**src/rtl/uart_rx_word_builder.sv**
```systemverilog
// UART 8N1 receiver that pairs consecutive good bytes (low byte first) into 16-bit words.
// Define UART_RX_PARITY_EN to receive 8E1 frames with an even-parity check.
`timescale 1ns/1ps

module uart_rx_word_builder #(
    parameter int CLKS_PER_BIT = 434
) (
    input  logic        clk,
    input  logic        rst_n,
    input  logic        rx,
    output logic [15:0] word_data,
    output logic        word_valid,
    output logic [15:0] lo_byte,
    output logic [2:0]  sel,
    output logic        frame_err,
    output logic        parity_err
);

    localparam int CW = $clog2(CLKS_PER_BIT);
    localparam logic [CW-1:0] HALF_M1 = CW'(CLKS_PER_BIT / 2 - 1);
    localparam logic [CW-1:0] FULL_M1 = CW'(CLKS_PER_BIT - 1);

`ifdef UART_RX_PARITY_EN
    typedef enum logic [2:0] {
        ST_IDLE   = 3'd0,
        ST_START  = 3'd1,
        ST_DATA   = 3'd2,
        ST_PARITY = 3'd3,
        ST_STOP   = 3'd4
    } state_t;

    function automatic logic even_parity(input logic [7:0] data);
        even_parity = ^data;
    endfunction
`else
    typedef enum logic [2:0] {
        ST_IDLE  = 3'd0,
        ST_START = 3'd1,
        ST_DATA  = 3'd2,
        ST_STOP  = 3'd4
    } state_t;
`endif

    state_t         state_q, state_d;
    logic [CW-1:0]  cnt_q, cnt_d;
    logic [2:0]     bit_idx_q, bit_idx_d;
    logic [7:0]     shift_q, shift_d;
    logic [7:0]     byte0_q, byte0_d;
    logic [15:0]    word_data_q, word_data_d;
    logic           word_valid_q, word_valid_d;
    logic [2:0]     sel_q, sel_d;
    logic           frame_err_q, frame_err_d;
    logic           parity_err_q, parity_err_d;
    logic           rx_meta_q, rx_sync_q;
    logic           rx_s;
    logic           bit_tick_s;
    logic           par_flag_s;

`ifdef UART_RX_PARITY_EN
    logic           par_err_q, par_err_d;
    assign par_flag_s = par_err_q;
`else
    assign par_flag_s = 1'b0;
`endif

    assign rx_s       = rx_sync_q;
    assign bit_tick_s = (cnt_q == FULL_M1);

    // Two-flop synchronizer; idles high so reset does not look like a start bit.
    always_ff @(posedge clk or negedge rst_n) begin
        if (!rst_n) begin
            rx_meta_q <= 1'b1;
            rx_sync_q <= 1'b1;
        end else begin
            rx_meta_q <= rx;
            rx_sync_q <= rx_meta_q;
        end
    end

    // State and output registers.
    always_ff @(posedge clk or negedge rst_n) begin
        if (!rst_n) begin
            state_q      <= ST_IDLE;
            cnt_q        <= '0;
            bit_idx_q    <= 3'd0;
            shift_q      <= 8'h00;
            byte0_q      <= 8'h00;
            word_data_q  <= 16'h0000;
            word_valid_q <= 1'b0;
            sel_q        <= 3'b000;
            frame_err_q  <= 1'b0;
            parity_err_q <= 1'b0;
`ifdef UART_RX_PARITY_EN
            par_err_q    <= 1'b0;
`endif
        end else begin
            state_q      <= state_d;
            cnt_q        <= cnt_d;
            bit_idx_q    <= bit_idx_d;
            shift_q      <= shift_d;
            byte0_q      <= byte0_d;
            word_data_q  <= word_data_d;
            word_valid_q <= word_valid_d;
            sel_q        <= sel_d;
            frame_err_q  <= frame_err_d;
            parity_err_q <= parity_err_d;
`ifdef UART_RX_PARITY_EN
            par_err_q    <= par_err_d;
`endif
        end
    end

    // Bit-level FSM plus byte pairing, evaluated at the STOP sample.
    always_comb begin
        state_d      = state_q;
        cnt_d        = cnt_q;
        bit_idx_d    = bit_idx_q;
        shift_d      = shift_q;
        byte0_d      = byte0_q;
        word_data_d  = word_data_q;
        word_valid_d = 1'b0;
        sel_d        = sel_q;
        frame_err_d  = 1'b0;
        parity_err_d = 1'b0;
`ifdef UART_RX_PARITY_EN
        par_err_d    = par_err_q;
`endif
        case (state_q)
            ST_IDLE: begin
                if (!rx_s) begin
                    state_d   = ST_START;
                    cnt_d     = '0;
                    bit_idx_d = 3'd0;
                end else begin
                    state_d = ST_IDLE;
                end
            end
            ST_START: begin
                if (cnt_q == HALF_M1) begin
                    cnt_d = '0;
                    if (!rx_s) begin
                        state_d   = ST_DATA;
                        bit_idx_d = 3'd0;
                    end else begin
                        state_d = ST_IDLE;
                    end
                end else begin
                    cnt_d = cnt_q + CW'(1);
                end
            end
            ST_DATA: begin
                if (bit_tick_s) begin
                    cnt_d   = '0;
                    shift_d = {rx_s, shift_q[7:1]};
                    if (bit_idx_q == 3'd7) begin
`ifdef UART_RX_PARITY_EN
                        state_d = ST_PARITY;
`else
                        state_d = ST_STOP;
`endif
                    end else begin
                        bit_idx_d = bit_idx_q + 3'd1;
                    end
                end else begin
                    cnt_d = cnt_q + CW'(1);
                end
            end
`ifdef UART_RX_PARITY_EN
            ST_PARITY: begin
                if (bit_tick_s) begin
                    cnt_d     = '0;
                    par_err_d = (rx_s != even_parity(shift_q));
                    state_d   = ST_STOP;
                end else begin
                    cnt_d = cnt_q + CW'(1);
                end
            end
`endif
            ST_STOP: begin
                if (bit_tick_s) begin
                    cnt_d   = '0;
                    state_d = ST_IDLE;
                    if (!rx_s || par_flag_s) begin
                        frame_err_d  = !rx_s;
                        parity_err_d = par_flag_s;
                        sel_d        = 3'b000;
                    end else if (sel_q == 3'b000) begin
                        byte0_d = shift_q;
                        sel_d   = 3'b001;
                    end else begin
                        word_data_d  = {shift_q, byte0_q};
                        word_valid_d = 1'b1;
                        sel_d        = 3'b000;
                    end
                end else begin
                    cnt_d = cnt_q + CW'(1);
                end
            end
            default: begin
                state_d = ST_IDLE;
                cnt_d   = '0;
            end
        endcase
    end

    assign word_data  = word_data_q;
    assign word_valid = word_valid_q;
    assign lo_byte    = {8'h00, byte0_q};
    assign sel        = sel_q;
    assign frame_err  = frame_err_q;
    assign parity_err = parity_err_q;

endmodule

```
**config.mk**
```make
export PLATFORM = sky130hd
export DESIGN_NAME = uart_rx_word_builder
export DESIGN_NICKNAME = d
export VERILOG_FILES = /design/src/rtl/uart_rx_word_builder.sv
export SDC_FILE = /design/constraint.sdc
export NUM_CORES = 1
export LEC_CHECK = 0
export CORE_MARGIN = 10
export CORE_UTILIZATION = 53
export DETAILED_ROUTE_END_ITERATION = 6
export PLACE_DENSITY = 0.83
export SLEW_MARGIN = 5
export SYNTH_ARGS = -nofsm -noshare
export SYNTH_HDL_FRONTEND = slang
export SYNTH_SLANG_ARGS = --single-unit
export TNS_END_PERCENT = 50
```
**constraint.sdc**
```tcl
create_clock -name clk -period 2.6 [get_ports clk]
set_clock_uncertainty 0.05 [all_clocks]
set_input_delay 0.39 -clock clk [delete_from_list [all_inputs] [get_ports clk]]
set_output_delay 0.39 -clock clk [all_outputs]
set_load 0.05 [all_outputs]
```
Word-level counts from Yosys, hierarchy flattened
Index checks and enable logic that the tools add are counted.
{ "word_totals": {"register_bits": 54, "inputBits": 3, "elab_cells": 62, "out_inout_bits": 38} }
{ "op_classes": {"eq_ne": 12, "bitwise": 1, "n_addsub": 2, "mux": 25, "reduce_logical": 11} }
{ "op_table": {"columns": ["operator", "count"], "rows": [
  ["$mux W9", 3],
  ["$pmux W9 S3", 1],
  ["$mux W3", 8],
  ["$reduce_and A4 Y1", 4],
  ["$ne A2 B2 Y1 const B", 6],
  ["$pmux W3 S4", 1],
  ["$mux W1", 10],
  ["$add A9 B1 Y9 const B", 1],
  ["$eq A9 B8 Y1 const B", 1],
  ["$eq A9 B9 Y1 const B", 1],
  ["$pmux W3 S3", 1],
  ["$eq A3 B3 Y1 const B", 2],
  ["$logic_not A3 Y1", 2],
  ["$reduce_and A2 Y1", 2],
  ["$add A3 B1 Y3 const B", 1],
  ["$eq A3 B1 Y1 const B", 1],
  ["$eq A3 B2 Y1 const B", 1],
  ["$reduce_bool A3 Y1", 1],
  ["$mux W2", 1],
  ["$reduce_or A2 Y1", 1],
  ["$logic_not A1 Y1", 1],
  ["$not A1 Y1", 1]
]} }

Longest topological paths before layout
{ "logic_depth": {"ltp_word": 5, "mapped_depth": 7, "mapped_depth_nobuf": 6} }

Worst setup path after synthesis
No wires, ideal clock.
{ "synth_path": {"path_kind": "register -> register", "start": "register cnt_q[1]", "end": "register byte0_q[0]", "arrival_ns": 1.713, "t_required_ns": 2.425, "stages_incl_launch_ff": 7, "path_slack_ns": 0.713, "period_less_slack_ns": 1.887, "path_cell_list": "dfrtp_1 inv_1 ha_1 and4bb_2 nand2_1 nor3_4 mux2_2"} }
{ "synth_via": {"elab_chain_len": 2} }
{ "synth_rtl": {"columns": ["element", "line", "rtl"], "rows": [
  ["from (decl)", "45", "logic [CW-1:0] cnt_q, cnt_d;"],
  ["from (signal assigned)", "98", "cnt_q <= cnt_d;"],
  ["$eq A9 B9 Y1", "67", "assign bit_tick_s = (cnt_q == FULL_M1);"],
  ["$reduce_and A4 Y1 (no source line)", null, null],
  ["to (signal assigned)", "101", "byte0_q <= byte0_d;"],
  ["to (decl)", "48", "logic [7:0] byte0_q, byte0_d;"]
]} }
No other way between the ends.
A chain may end at the register's enable or synchronous reset.

Worst setup path after layout
{ "layout_path": {"start": "register cnt_q[1]", "end": "register byte0_q[6]"} }
Same word-level chain as after synthesis.

==> metrics <==
DRT Wirelength roughly 4.4 mm; clk root buf clkbuf_8; Setup Buffers After CTS 0; WP data required 2.74 ns; most area-hungry cell type in the Yosys netlist dfrtp_1; CTS tree built; worst path cell trace inv_1 > ha_1 > and4bb_2 > nand2_1 > nor3_4 > mux2_2; Yosys warnings 0; Async SR Flop Fraction 1.00; Cells after Synth roughly 190; RSZ-0062 raised after global routing no; Final Net Count ~230; die width a little under 90 µm; Clock Pin Slew Worst Setup and Hold Paths roughly 0.080 ns; largest net degree at the start of global routing 29; crit path launch type flip-flop; CTS Buf Count 5; Rows 24; Yosys cell types 45; Synth Area in Compound Gates 0.0854; Chip Height about 88 µm; first-pass GRT wire length 7.31 mm; flops & latches, synth 52; dominant cells by area after synthesis dfrtp_1, mux2_2, mux2_4, buf_4, nand2_1; final hold vios 0; Synth Flop Type dfrtp_1; critical path class reg -> reg; Seq. cell area about 0.0013 mm²; Worst Hold Class in -> async; H-tree depth 2; vias in the first global route around 1500; Setup WS pre-CTS approximately 0.48 ns; routed vias/inst around 5.5; mux cell area share after synthesis 0.166; Leakage about 1.4 nW; mapped cell area 0.00245 mm²; commonest non-fill, non-tap cells in the layout dfrtp_1, clkdlybuf4s50_1, mux2_2; sequential element share of the synthesized area 0.533; min Tclk post-route between 2 and 2.5 ns; antenna diode count 0; DRC Markers 0; Max Cap Viol 0; Max Buffers Root-to-Sink 2; # IOs 41; die area 0.00774 mm²; filler instances between 300 and 400; maximum vdd drop approximately 0.23 mV; relative slew slack 0.630; Multi-input gate area around 0.0010 mm²; slowest cell delay on critical path ~0.46 ns; Buf/Inv on CP 1; PostCTS Resize Cnt 0; initial antenna violation count 0; WL per Instance ~16 µm; DR vias between 1500 and 2000; GRT Util Overall 0.118; FMAX ~0.47 GHz; Routed Antenna Nets 0; crit path max-delay cell type nor3_4; most common cell after layout, fill and taps aside dfrtp_1; Port Buffers 29; CP top delay family simple AND/OR/NAND/NOR gates; Post-synth EDFFs 0; GRT Residual Overflow 0; Max Fanout on Critical Path 9; Pwr Density roughly 500 mW/mm²; Area Overhead vs Synth 16.4%; Setup violations, final 0; Setup TNS Final 0 ns; Final Max Slew Viols 0; Synth Area in XOR/XNOR 0.00358; outcome finished, final reports clean; HPWL Detailed around 3.2 mm; Final period util 0.812; Synth Area in Adders 0.0256; critical path capture point type flip-flop; Starting Density 0.554; Post-CTS Hold Buffers 0; clock sinks between 50 and 60; average size of a mapped cell about 13 µm²; Worst Max-Slew Pin Slew approximately 0.56 ns; Synth top area share 0.511; core area ~0.0044 mm²; Worst Setup Slack, final 0.488 ns; Worst EP arrival approximately 2.3 ns; largest family of logic cells by synthesized area multiplexers; RePlAce Congestion 0.847; WHS about 0.019 ns; worst skew pair latency ~0.30 ns; share of cells above drive strength 1 0.252; end-of-flow core utilization 0.645; Pre-Repair DR Iteration Count 4; iteration-0 DRC count of the detailed router 39; Post-Synth Simple-Gate Area 0.127
[per-stage QoR]
stage / power, mW / instance area (µm²) / instances
after floorplan: 0.878 / 2480 / 203
after global routing: 1.45 / 2850 / 278
after CTS: 1.42 / 2850 / 278
final: 1.40 / 2850 / 278
after global placement: 0.886 / 2740 / 270
after detailed placement: 0.886 / 2740 / 270
[worst register-to-register path, stage by stage, from the launching register on]
cell and delay [ns]:
dfrtp_1 0.42, inv_1 0.09, ha_1 0.13, and4bb_2 0.28, nand2_1 0.16, nor3_4 0.46, mux2_2 0.40
[logic make-up (layout without fill, tap and decap cells)]
group           count (synthesis)  count (layout)
simple gates                   51              51
flops                          52              52
fa+ha+maj                       5               5
compound gates                 29              29
buf+inv                        21              44
other cells                     1              11
mux                            33              33
xor+xnor                        1               1
[synthesized netlist by cell type, types with 2 or more instances]
library cell and n:
dfrtp_1 50, o31a_1 2, nand3_1 3, nor3_1 5, mux2_4 9, mux2_2 24, o211ai_1 2, o22ai_1 3
nor2_1 6, dfstp_2 2, ha_1 5, o21ai_0 8, a21oi_1 4, nand2_1 20, nor4_1 2, buf_6 2
inv_1 4, and4bb_2 2, a22o_1 2, buf_4 13
[layer usage]
metal | vias up | track usage | part of all wire
li1 | 736 | - | -
met1 | 750 | 0.133 | 0.41
met2 | 39 | 0.201 | 0.51
met3 | 9 | 0.0325 | 0.068
met4 | 0 | 0.0594 | 0.020
met5 | - | 0 | 0
[area by class of cell]
| class | count | area share |
|---|---|---|
| clock inverter | 2 | 0.0123 |
| tap | 52 | 0.0228 |
| timing repair buffer | 32 | 0.112 |
| multi-input combinational | 130 | 0.364 |
| inverter | 4 | 0.00527 |
| sequential | 52 | 0.458 |
| clock buffer | 6 | 0.0255 |
[sequential cells by signal, indices dropped and copies added (netlist names)]
register,count
byte0_q,8
word_data,16
rx_s,1
sel,1
frame_err,1
bit_idx_q,3
rx_meta_q,1
word_valid,1
state_q,3
shift_q,8
cnt_q,9
[path summary, 6_finish.rpt]
kind	startpoint	to	slack [ns]	cells after the start
max	cnt_q[1]	byte0_q[6]	0.49	6
min	rst_n	word_valid	0.02	1
max reg2reg	cnt_q[1]	byte0_q[6]	0.49	6
min reg2reg	rx_meta_q	rx_s	0.31	0
max in group asynchronous	rst_n	word_data[2]	1.95	2
min in group clk	rx_meta_q	rx_s	0.31	0
[where the power goes]
group / switching, mW / total [mW] / internal, mW
logic: 0.0511 / 0.0567 / 0.00560
clock network: 0.245 / 0.531 / 0.286
registers: 0.00225 / 0.813 / 0.811
(Power assumes the default switching activity.)
